File: src/rtl/gol_grid_if.sv
// Host-side bundle for the Game-of-Life grid engine:
// row load, run control, rule masks, readback and status.
interface gol_grid_if #(
  parameter int W  = 8,
  parameter int RW = 3,
  parameter int GW = 8
);
  logic          load_en;
  logic [RW-1:0] load_row;
  logic [W-1:0]  load_data;
  logic          start;
  logic [GW-1:0] gens;
  logic          wrap;
  logic [8:0]    birth_mask;
  logic [8:0]    surv_mask;
  logic [RW-1:0] rd_row;
  logic [W-1:0]  rd_data;
  logic          busy;
  logic          done;
  logic          stable;
  logic [GW-1:0] gen_count;

  modport master (
    output load_en, load_row, load_data,
    output start, gens, wrap,
    output birth_mask, surv_mask, rd_row,
    input  rd_data, busy, done,
    input  stable, gen_count
  );

  modport slave (
    input  load_en, load_row, load_data,
    input  start, gens, wrap,
    input  birth_mask, surv_mask, rd_row,
    output rd_data, busy, done,
    output stable, gen_count
  );
endinterface

File: src/rtl/gol_grid.sv
// Register-resident W x H Game-of-Life engine.
// Evaluates one row per clock, commits a full generation at once.
module gol_grid #(
  parameter int W  = 8,
  parameter int H  = 8,
  parameter int RW = 3,
  parameter int GW = 8
) (
  input  logic      clk,
  input  logic      rst,
  gol_grid_if.slave bus
);
  localparam logic [1:0] S_IDLE   = 2'd0;
  localparam logic [1:0] S_RUN    = 2'd1;
  localparam logic [1:0] S_COMMIT = 2'd2;
  localparam logic [1:0] S_FIN    = 2'd3;

  localparam logic [RW:0]   HL    = (RW+1)'(H);
  localparam logic [RW-1:0] RLAST = RW'(H-1);

  logic [1:0]    r_state;
  logic [W-1:0]  r_cur [H];
  logic [W-1:0]  r_nxt [H];
  logic [RW-1:0] r_row;
  logic          r_chg;
  logic [GW-1:0] r_gens;
  logic [GW-1:0] r_gen;
  logic          r_wrap;
  logic [8:0]    r_bm;
  logic [8:0]    r_sm;
  logic [W-1:0]  r_rd;
  logic          r_busy;
  logic          r_done;
  logic          r_stable;

  logic [W-1:0]  w_up;
  logic [W-1:0]  w_mid;
  logic [W-1:0]  w_dn;
  logic [W+1:0]  w_xu;
  logic [W+1:0]  w_xm;
  logic [W+1:0]  w_xd;
  logic [3:0]    w_n [W];
  logic [W-1:0]  w_row;
  logic          w_ld_ok;
  logic          w_rd_ok;

  assign w_ld_ok = {1'b0, bus.load_row} < HL;
  assign w_rd_ok = {1'b0, bus.rd_row} < HL;

  // Vertical neighbours; off-grid rows read as dead unless wrapping.
  always_comb begin
    w_mid = r_cur[r_row];
    w_up  = '0;
    w_dn  = '0;
    if (r_row != '0)
      w_up = r_cur[r_row - RW'(1)];
    else if (r_wrap)
      w_up = r_cur[RLAST];
    if (r_row != RLAST)
      w_dn = r_cur[r_row + RW'(1)];
    else if (r_wrap)
      w_dn = r_cur[0];
  end

  // Pad each row with its column -1 and column W neighbours.
  function automatic logic [W+1:0] ext(
    input logic [W-1:0] v,
    input logic         wr
  );
    return {wr & v[0], v, wr & v[W-1]};
  endfunction

  assign w_xu = ext(w_up, r_wrap);
  assign w_xm = ext(w_mid, r_wrap);
  assign w_xd = ext(w_dn, r_wrap);

  always_comb begin
    w_n   = '{default: '0};
    w_row = '0;
    for (int c = 0; c < W; c++) begin
      w_n[c] = 4'(w_xu[c]) + 4'(w_xu[c+1])
             + 4'(w_xu[c+2]) + 4'(w_xm[c])
             + 4'(w_xm[c+2]) + 4'(w_xd[c])
             + 4'(w_xd[c+1]) + 4'(w_xd[c+2]);
      w_row[c] = w_mid[c] ? r_sm[w_n[c]]
                          : r_bm[w_n[c]];
    end
  end

  always_ff @(posedge clk) begin
    if (rst) begin
      r_state  <= S_IDLE;
      r_cur    <= '{default: '0};
      r_nxt    <= '{default: '0};
      r_row    <= '0;
      r_chg    <= 1'b0;
      r_gens   <= '0;
      r_gen    <= '0;
      r_wrap   <= 1'b0;
      r_bm     <= '0;
      r_sm     <= '0;
      r_rd     <= '0;
      r_busy   <= 1'b0;
      r_done   <= 1'b0;
      r_stable <= 1'b0;
    end else begin
      r_done <= 1'b0;
      r_rd   <= w_rd_ok ? r_cur[bus.rd_row] : '0;
      unique case (r_state)
        S_IDLE: begin
          if (bus.start) begin
            r_gens   <= bus.gens;
            r_wrap   <= bus.wrap;
            r_bm     <= bus.birth_mask;
            r_sm     <= bus.surv_mask;
            r_gen    <= '0;
            r_stable <= 1'b0;
            r_busy   <= 1'b1;
            r_row    <= '0;
            r_chg    <= 1'b0;
            r_state  <= (bus.gens == '0) ? S_FIN
                                         : S_RUN;
          end else if (bus.load_en && w_ld_ok) begin
            r_cur[bus.load_row] <= bus.load_data;
          end
        end
        S_RUN: begin
          r_nxt[r_row] <= w_row;
          if (w_row != w_mid)
            r_chg <= 1'b1;
          if (r_row == RLAST)
            r_state <= S_COMMIT;
          else
            r_row <= r_row + RW'(1);
        end
        S_COMMIT: begin
          r_cur <= r_nxt;
          r_gen <= r_gen + GW'(1);
          if (!r_chg) begin
            r_stable <= 1'b1;
            r_state  <= S_FIN;
          end else if (r_gen + GW'(1) == r_gens) begin
            r_state <= S_FIN;
          end else begin
            r_row   <= '0;
            r_chg   <= 1'b0;
            r_state <= S_RUN;
          end
        end
        S_FIN: begin
          r_done  <= 1'b1;
          r_busy  <= 1'b0;
          r_state <= S_IDLE;
        end
        default: r_state <= S_IDLE;
      endcase
    end
  end

  assign bus.rd_data   = r_rd;
  assign bus.busy      = r_busy;
  assign bus.done      = r_done;
  assign bus.stable    = r_stable;
  assign bus.gen_count = r_gen;
endmodule

File: src/flat_wrapper.sv
// flat-port wrapper written by rule: the top's interface ports become plain ports
module gol_grid_flat 
#(
  parameter int W  = 8,
  parameter int H  = 8,
  parameter int RW = 3,
  parameter int GW = 8
)
  (clk, rst, bus_load_en, bus_load_row, bus_load_data, bus_start, bus_gens, bus_wrap, bus_birth_mask, bus_surv_mask, bus_rd_row, bus_rd_data, bus_busy, bus_done, bus_stable, bus_gen_count);
  gol_grid_if #(.W(W), .RW(RW), .GW(GW)) bus_i ();
  input  logic clk;
  input  logic rst;
  input wire logic [$bits(bus_i.load_en)-1:0] bus_load_en;
  input wire logic [$bits(bus_i.load_row)-1:0] bus_load_row;
  input wire logic [$bits(bus_i.load_data)-1:0] bus_load_data;
  input wire logic [$bits(bus_i.start)-1:0] bus_start;
  input wire logic [$bits(bus_i.gens)-1:0] bus_gens;
  input wire logic [$bits(bus_i.wrap)-1:0] bus_wrap;
  input wire logic [$bits(bus_i.birth_mask)-1:0] bus_birth_mask;
  input wire logic [$bits(bus_i.surv_mask)-1:0] bus_surv_mask;
  input wire logic [$bits(bus_i.rd_row)-1:0] bus_rd_row;
  output wire logic [$bits(bus_i.rd_data)-1:0] bus_rd_data;
  output wire logic [$bits(bus_i.busy)-1:0] bus_busy;
  output wire logic [$bits(bus_i.done)-1:0] bus_done;
  output wire logic [$bits(bus_i.stable)-1:0] bus_stable;
  output wire logic [$bits(bus_i.gen_count)-1:0] bus_gen_count;
  assign bus_i.load_en = bus_load_en;
  assign bus_i.load_row = bus_load_row;
  assign bus_i.load_data = bus_load_data;
  assign bus_i.start = bus_start;
  assign bus_i.gens = bus_gens;
  assign bus_i.wrap = bus_wrap;
  assign bus_i.birth_mask = bus_birth_mask;
  assign bus_i.surv_mask = bus_surv_mask;
  assign bus_i.rd_row = bus_rd_row;
  assign bus_rd_data = bus_i.rd_data;
  assign bus_busy = bus_i.busy;
  assign bus_done = bus_i.done;
  assign bus_stable = bus_i.stable;
  assign bus_gen_count = bus_i.gen_count;
  gol_grid #(.W(W), .H(H), .RW(RW), .GW(GW)) u_core (.clk(clk), .rst(rst), .bus(bus_i));
endmodule
File: config.mk
export PLATFORM = sky130hd
export DESIGN_NAME = gol_grid_flat
export DESIGN_NICKNAME = d
export VERILOG_FILES = /design/src/rtl/gol_grid_if.sv /design/src/rtl/gol_grid.sv /design/src/flat_wrapper.sv
export SDC_FILE = /design/constraint.sdc
export NUM_CORES = 1
export LEC_CHECK = 0
export CAP_MARGIN = 20
export CORE_ASPECT_RATIO = 1.25
export CORE_MARGIN = 3
export CORE_UTILIZATION = 45
export DETAILED_ROUTE_END_ITERATION = 8
export HOLD_SLACK_MARGIN = 0.1
export PLACE_DENSITY = 0.71
export SETUP_SLACK_MARGIN = 0.2
export SLEW_MARGIN = 10
export SYNTH_ARGS = -nofsm -noshare
export SYNTH_HDL_FRONTEND = slang
export SYNTH_SLANG_ARGS = --single-unit
File: constraint.sdc
create_clock -name clk -period 7 [get_ports clk]
set_input_delay 0.7 -clock clk [delete_from_list [all_inputs] [get_ports clk]]
set_output_delay 0.7 -clock clk [all_outputs]
set_load 0.01 [all_outputs]
## Word level (Yosys, flattened, before mapping)

Cells that the tools add are included.

- Latch bits: 0
- Logic and storage cells: 233
- Output and inout port bits: 19
- Memories: 0
- Input port bits: 45
- Register bits after elaboration: 180
- Bits in read-only memories: 0
- Bits in writable memories: 0

- Divide/modulo/power cells: 0
- Equality and inequality tests: 16
- Muxes and demuxes: 88
- Reductions and logical operators: 16
- Add/sub/neg operators: 59
- Order comparisons: 15
- Bitwise gates (word level): 11
- $mul: 0
- Shift operators: 0

Operator list:

| operator | count |
|---|---|
| $add A4 B1 Y4 | 48 |
| $bwmux W64 | 2 |
| $mux W64 | 2 |
| $pmux W64 S2 | 1 |
| $mux W8 | 15 |
| $bmux W8 S3 | 4 |
| $bmux W1 S4 | 16 |
| $demux W8 S3 | 2 |
| $lt A4 B5 Y1 const B | 8 |
| $mux W1 | 31 |
| $ge A4 B4 Y1 const B | 5 |
| $not A3 Y4 | 5 |
| $add A1 B1 Y2 | 8 |
| $pmux W8 S2 | 1 |
| $mux W3 | 4 |
| $ne A2 B2 Y1 const B | 6 |
| $mux W2 | 5 |
| $pmux W3 S3 | 1 |
| $reduce_and A3 Y1 | 3 |
| $add A8 B1 Y8 const B | 1 |
| $eq A8 B8 Y1 | 1 |
| $logic_not A8 Y1 | 1 |
| $lt A4 B1 Y1 const B | 2 |
| $ne A8 B8 Y1 | 1 |
| other kinds (17) | 32 |

## Logic depth before layout (Yosys ltp)

- Word-level depth: 20
- Gate-level depth with buffers: 27
- Depth with buffers taken out: 22

## Least setup slack after synthesis

OpenSTA, ideal clock, no wires.

- Path kind: flip-flop to flip-flop
- Start: register u_core.r_row[1]
- End: register u_core.r_chg
- Library setup time: 85 ps
- Path buffers: 4
- Cell stages (with the launch flop): 25
- Clock period less this slack: 6865 ps
- Arrival time: 6780 ps
- Required time: 6915 ps
- Slack: 135 ps
- Cell sequence: dfxtp_1 buf_2 inv_2 ha_1 buf_2 buf_1 clkbuf_1 mux4_2 mux2i_1 a21o_1 inv_1 ha_1 inv_1 fa_1 fa_1 fa_1 fa_1 xnor2_2 mux4_2 nand3b_1 nand3_1 a2111oi_0 nand4_1 nor4b_4 o31ai_2

- Longest elaborated chain between the ends: 20
- Elaborated cells between the ends (all ways): 123
- Classes of those cells: add/sub (58); eq/ne (3); mux (51); bitwise (9); reduce/logical (2)

RTL lines:

| what | RTL line | text |
|---|---|---|
| start, declared | gol_grid.sv:24 | `logic [RW-1:0] r_row;` |
| start signal, assigned | gol_grid.sv:134 | `r_row <= r_row + RW'(1);` |
| $sub A3 B1 Y3 | gol_grid.sv:56 | `w_up = r_cur[r_row - RW'(1)];` |
| $not A3 Y4 (not written as such) | gol_grid.sv:56 |  |
| $bmux W8 S3 | gol_grid.sv:56 |  |
| $mux W8 (not written as such) (2 in a row) | gol_grid.sv:56 |  |
| $mux W8 | gol_grid.sv:55 | `if (r_row != '0)` |
| $and A1 B1 Y1 | gol_grid.sv:70 | `return {wr & v[0], v, wr & v[W-1]};` |
| $add A1 B1 Y2 | gol_grid.sv:81 | `w_n[c] = 4'(w_xu[c]) + 4'(w_xu[c+1])` |
| $add A4 B1 Y4 (2 in a row) | gol_grid.sv:82 | `+ 4'(w_xu[c+2]) + 4'(w_xm[c])` |
| $add A4 B1 Y4 (2 in a row) | gol_grid.sv:83 | `+ 4'(w_xm[c+2]) + 4'(w_xd[c])` |
| $add A4 B1 Y4 (2 in a row) | gol_grid.sv:84 | `+ 4'(w_xd[c+1]) + 4'(w_xd[c+2]);` |
| $bmux W1 S4 (on tied branches) | gol_grid.sv:86, gol_grid.sv:85 |  |
| $mux W1 (on tied branches) | gol_grid.sv:86, gol_grid.sv:85 |  |
| $mux W1 | gol_grid.sv:85 | `w_row[c] = w_mid[c] ? r_sm[w_n[c]]` |
| $ne A8 B8 Y1 * | gol_grid.sv:129 | `if (w_row != w_mid)` |
| $ne A2 B1 Y1 (no line) * | - |  |
| $reduce_and A3 Y1 (no line) * | - |  |
| end signal, assigned | gol_grid.sv:96 | `r_chg <= 1'b0;` |
| end signal, assigned | gol_grid.sv:130 | `r_chg <= 1'b1;` |
| end signal, assigned | gol_grid.sv:146 | `r_chg <= 1'b0;` |
| end, declared | gol_grid.sv:25 | `logic r_chg;` |

Every way passes the cells marked *; elsewhere a longest branch is shown, timed or not. The select of a mux whose other input is x is not followed.
A chain may end at the register's enable or synchronous reset.

## Worst setup path in the final report

- Start: register u_core.r_row[0]
- End: register u_core.r_chg

Same word-level chain as after synthesis.

==> impl_metrics.prom <==
# TYPE chip_impl_metric gauge
chip_impl_metric{name="die_area",unit="um^2"} 28830
chip_impl_metric{name="fin_crit",unit="ns"} 6.491
chip_impl_metric{name="wirelength",unit="um"} 33340
chip_impl_metric{name="post_route_cells_drive_above_1_share",unit="%"} 13.50
chip_impl_metric{name="timing.setup.tns",unit="ns"} 0
chip_impl_metric{name="dieWidth",unit="um"} 152.5
chip_impl_metric{name="total_leakage_power",unit="nW"} 5.264
chip_impl_metric{name="slew_viol_final",unit=""} 0
chip_impl_metric{name="antenna_cells_inserted",unit=""} 0
chip_impl_info{name="status",value="complete, no violations"} 1
chip_impl_metric{name="ys_seq_area_share",unit="%"} 29.86
chip_impl_metric{name="die_y",unit="um"} 189.1
chip_impl_metric{name="grt_start_max_net_pins",unit=""} 104
chip_impl_info{name="globalRoute.busiestLayer",value="met2"} 1
chip_impl_metric{name="dpl_worst_slack",unit="ns"} 0.3492
chip_impl_metric{name="fmax",unit="GHz"} 0.1541
chip_impl_metric{name="total_power",unit="mW"} 4.495
chip_impl_metric{name="worst_setup_hold_path_clk_slew",unit="ns"} 0.07
chip_impl_metric{name="dp_hpwl",unit="um"} 24350
chip_impl_metric{name="grt_pass1_vias",unit=""} 9463
chip_impl_metric{name="critical_path.n_buffers_inverters",unit=""} 5
chip_impl_info{name="setup_repair_after_global_routing_missed_its_margin",value="false"} 1
chip_impl_metric{name="clock_latency",unit="ns"} 0.44
chip_impl_metric{name="core_area",unit="um^2"} 26180
chip_impl_metric{name="tightestPinTransition",unit="ns"} 1.019
chip_impl_info{name="synth_ff_type",value="sky130_fd_sc_hd__dfxtp_1"} 1
chip_impl_metric{name="antenna_found_initial",unit=""} 0
chip_impl_metric{name="smallest_setup_slack_after_layout",unit="ns"} 0.5087
chip_impl_metric{name="placement_rows",unit=""} 66
chip_impl_metric{name="timing.max_cap.violations",unit=""} 0
chip_impl_info{name="worst_hold_path_type",value="flop to flop"} 1
chip_impl_metric{name="ys_types",unit=""} 78
chip_impl_metric{name="pwr_density_cell",unit="nW/um^2"} 330.7
chip_impl_info{name="crit_path_frequent_cell",value="sky130_fd_sc_hd__fa_1"} 1
chip_impl_metric{name="layoutNonFillerInstCount",unit=""} 1644
chip_impl_metric{name="numClockSinks",unit=""} 180
chip_impl_metric{name="detailroute.via_count",unit=""} 9948
chip_impl_metric{name="report.final.setup_viol",unit=""} 0
chip_impl_metric{name="mean_cell_area_of_the_mapped_netlist",unit="um^2"} 9.479
chip_impl_metric{name="cell_count_after_synthesis",unit=""} 1273
chip_impl_metric{name="finish.utilization",unit="%"} 51.92
chip_impl_metric{name="finalClockSkew",unit="ns"} 0.01227
chip_impl_metric{name="final-hold-violation-count",unit=""} 0
chip_impl_metric{name="drt_pass_1_iters",unit=""} 5
chip_impl_metric{name="slew-limit-headroom",unit="%"} 32.07
chip_impl_metric{name="critPathArrivalTime",unit="ns"} 6.79
chip_impl_info{name="startpoint_type",value="flop"} 1
chip_impl_metric{name="final_min_period_over_clock_period",unit="%"} 92.73
chip_impl_metric{name="gp_congestion",unit=""} 0.9161
chip_impl_metric{name="grtUsageMet2",unit="%"} 38.21
chip_impl_info{name="worstSetupEndpointType",value="flop"} 1
chip_impl_metric{name="route.detailed.vias_per_inst",unit=""} 6.051
chip_impl_info{name="worstPathCellList",value="inv_1 -> ha_1 -> buf_6 -> buf_4 -> mux4_2 -> mux2i_1 -> a21o_1 -> inv_1 -> ha_1 -> inv_1 -> fa_1 -> fa_1 -> fa_1 -> fa_1 -> xnor2_4 -> mux4_2 -> a311o_1 -> o22ai_1 -> nor4b_1 -> nand4_1 -> nor4b_4 -> o31ai_2"} 1
chip_impl_metric{name="post_route_drc_violation_count",unit=""} 0
chip_impl_info{name="clock_root_buffer_master",value="sky130_fd_sc_hd__clkbuf_16"} 1
chip_impl_metric{name="htree_depth",unit=""} 4
chip_impl_metric{name="cpPeakStageDelay",unit="ns"} 0.54
chip_impl_metric{name="regToRegSetupSlack",unit="ns"} 0.51
chip_impl_metric{name="finish.net_count",unit=""} 1401
chip_impl_metric{name="global_route_wire_length_before_repair",unit="um"} 52420
chip_impl_info{name="timing.critical_path.max_delay_family",value="adder cells"} 1
chip_impl_info{name="tritoncts",value="built"} 1
chip_impl_metric{name="cp.required",unit="ns"} 7.30
chip_impl_metric{name="synth_area",unit="um^2"} 12070
chip_impl_metric{name="grt.met3_usage",unit="%"} 4.138
chip_impl_metric{name="grt.met1_usage",unit="%"} 28.89
chip_impl_metric{name="synth.net_count",unit=""} 1383
chip_impl_metric{name="ios",unit=""} 64
chip_impl_metric{name="synth_seq_cells",unit=""} 180
chip_impl_metric{name="post_cts.repair.setup_buffers",unit=""} 0
chip_impl_metric{name="buffers_added_on_ports",unit=""} 63
chip_impl_metric{name="floorplan.initialDensity",unit="%"} 46.10
chip_impl_info{name="path_class",value="flop to flop"} 1
chip_impl_metric{name="first_iter_violations",unit=""} 743
chip_impl_metric{name="asyncSetResetFlopFracSynth",unit="%"} 0
chip_impl_metric{name="postRouteAntennaNets",unit=""} 0
chip_impl_metric{name="clock_path_buffers",unit=""} 2
chip_impl_metric{name="dp.cells",unit=""} 1612
chip_impl_metric{name="synth-edff-count",unit=""} 0
chip_impl_metric{name="cts_made_buffers",unit=""} 17
chip_impl_metric{name="flow.area_growth_from_synthesis",unit="%"} 12.64
chip_impl_metric{name="grtUsageTotal",unit="%"} 22.68
chip_impl_metric{name="vdd_ir_drop_max",unit="uV"} 177.2
chip_impl_metric{name="globalRoute.totalOverflow",unit=""} 0
chip_impl_metric{name="yosysWarnings",unit=""} 0
chip_impl_metric{name="timing.critical_path.fanout_max",unit=""} 21
chip_impl_info{name="critPathSlowestCell",value="sky130_fd_sc_hd__mux4_2"} 1
chip_impl_metric{name="detail_route.wl_per_cell",unit="um"} 20.28
-- stage by stage --
step	cell area [um^2]	hold WS, ns
final	13590	0.4787
after global routing	13590	0.4880
after CTS	13560	0.4763
after detailed placement	12950	0.4661
after global placement	12950	0.4640
after floorplan	12070	0.4368
-- cell type report --
type	instances	area (um^2)
inverters	63	236.5
multi-input cells	938	7879
clock inverters	14	166.4
fillers	2337	12590
well taps	340	425.4
flip-flops and latches	180	3605
clock buffers	18	439.2
repair buffers	91	840.8
-- metal layers --
layer / part of all wire, % / up-vias / wire length [um]
met4: 3.8 / 0 / 1274
met1: 41 / 4795 / 13590
met2: 49 / 420 / 16450
li1: - / 4649 / -
met3: 6.1 / 84 / 2027
met5: 0 / - / 0
-- synthesized netlist by cell type (2+ instances only) --
cell	instances	area share, %
sky130_fd_sc_hd__xnor3_1	2	0.37
sky130_fd_sc_hd__ha_1	33	3.4
sky130_fd_sc_hd__nor2b_1	17	0.88
sky130_fd_sc_hd__inv_1	62	1.9
sky130_fd_sc_hd__nand2_1	98	3.0
sky130_fd_sc_hd__xnor2_2	3	0.40
sky130_fd_sc_hd__and3_1	2	0.10
sky130_fd_sc_hd__nor2_1	190	5.9
sky130_fd_sc_hd__a31oi_1	11	0.57
sky130_fd_sc_hd__nand3_1	22	0.91
sky130_fd_sc_hd__and2_1	9	0.47
sky130_fd_sc_hd__buf_1	13	0.40
sky130_fd_sc_hd__o2111a_1	2	0.19
sky130_fd_sc_hd__nor4_1	4	0.21
sky130_fd_sc_hd__a211oi_1	70	4.4
sky130_fd_sc_hd__o21ai_0	15	0.62
sky130_fd_sc_hd__mux4_1	4	0.87
sky130_fd_sc_hd__nand2b_1	4	0.21
sky130_fd_sc_hd__buf_2	7	0.29
sky130_fd_sc_hd__xnor2_1	7	0.51
sky130_fd_sc_hd__a22oi_1	5	0.31
sky130_fd_sc_hd__dfxtp_1	180	30
sky130_fd_sc_hd__nand3b_1	4	0.25
sky130_fd_sc_hd__a21o_1	11	0.68
sky130_fd_sc_hd__fa_1	32	5.3
sky130_fd_sc_hd__o21a_1	15	0.93
sky130_fd_sc_hd__nor3_1	7	0.29
sky130_fd_sc_hd__nand4_1	9	0.47
sky130_fd_sc_hd__or3_1	2	0.10
sky130_fd_sc_hd__mux2i_1	77	6.4
sky130_fd_sc_hd__xor2_1	9	0.65
sky130_fd_sc_hd__mux4_2	89	17
sky130_fd_sc_hd__mux2_2	5	0.47
sky130_fd_sc_hd__clkbuf_1	69	2.1
sky130_fd_sc_hd__o31a_1	3	0.22
sky130_fd_sc_hd__a21oi_1	137	5.7
sky130_fd_sc_hd__nand4b_1	3	0.22
-- registers in the layout, summed over array words and instances, names as in the netlist --
register and count:
u_core.bus.busy 1, u_core.bus.done 1, u_core.bus.gen_count 8, u_core.bus.rd_data 8
u_core.bus.stable 1, u_core.r_bm 9, u_core.r_chg 1, u_core.r_cur 64
u_core.r_gens 8, u_core.r_nxt 64, u_core.r_row 3, u_core.r_sm 9
u_core.r_state 2, u_core.r_wrap 1
-- cells in the final DEF (no fill, tap or decap), types with 17 or more instances in the layout --
cell	count
sky130_fd_sc_hd__mux2i_1	77
sky130_fd_sc_hd__buf_4	27
sky130_fd_sc_hd__inv_1	62
sky130_fd_sc_hd__mux4_2	89
sky130_fd_sc_hd__a21oi_1	137
sky130_fd_sc_hd__nor2b_1	17
sky130_fd_sc_hd__clkdlybuf4s50_1	61
sky130_fd_sc_hd__nand2_1	98
sky130_fd_sc_hd__a211oi_1	70
sky130_fd_sc_hd__clkbuf_16	17
sky130_fd_sc_hd__ha_1	32
sky130_fd_sc_hd__fa_1	32
sky130_fd_sc_hd__nand3_1	22
sky130_fd_sc_hd__dfxtp_1	179
sky130_fd_sc_hd__nor2_1	190
-- repair_timing --
item | CTS | global route
hold buffers | 0 | 0
gates resized for setup | 0 | 6
setup endpoints to repair | 0 | 21
-- worst reg2reg max path, delay by kind of cell (launching register included) --
family | cells | cell delay (ns)
and+or+nand+nor | 3 | 0.50
DFF | 1 | 0.34
adders and majority gates | 6 | 2.67
xor gates and xnor gates | 1 | 0.33
muxes | 3 | 0.98
AOI/OAI and AO/OA | 4 | 0.84
buffers and inverters | 5 | 0.70
-- logic make-up (layout without fill, tap and decap cells) --
group | count (synthesis) | in the layout | share of synthesized area, %
buffers and inverters | 155 | 186 | 5.122
multiplexers | 177 | 177 | 24.62
AO/OA/AOI/OAI | 292 | 292 | 15.59
XOR/XNOR | 22 | 22 | 2.074
AND/OR/NAND/NOR | 382 | 382 | 14.01
flip-flops | 180 | 180 | 29.86
adder cells (fa/ha/maj) | 65 | 65 | 8.731
-- report_power, final --
group	leakage (nW)	total, mW	internal, mW	switching, mW
logic	3.52	2.21	0.952	1.26
registers	1.46	1.29	1.13	0.165
clock network	0.282	0.992	0.547	0.445
-- final timing paths --
kind,end,from,cells past startpoint
setup / recovery,u_core.r_chg$_SDFFE_PP0P_,u_core.r_row[0]$_SDFFE_PP0P_,22
hold / removal,u_core.r_gens[6]$_SDFFE_PP0P_,u_core.r_gens[6]$_SDFFE_PP0P_,2
setup reg to reg,u_core.r_chg$_SDFFE_PP0P_,u_core.r_row[0]$_SDFFE_PP0P_,22
hold reg to reg,u_core.r_gens[6]$_SDFFE_PP0P_,u_core.r_gens[6]$_SDFFE_PP0P_,2
Power figures use the tool's default switching activity.
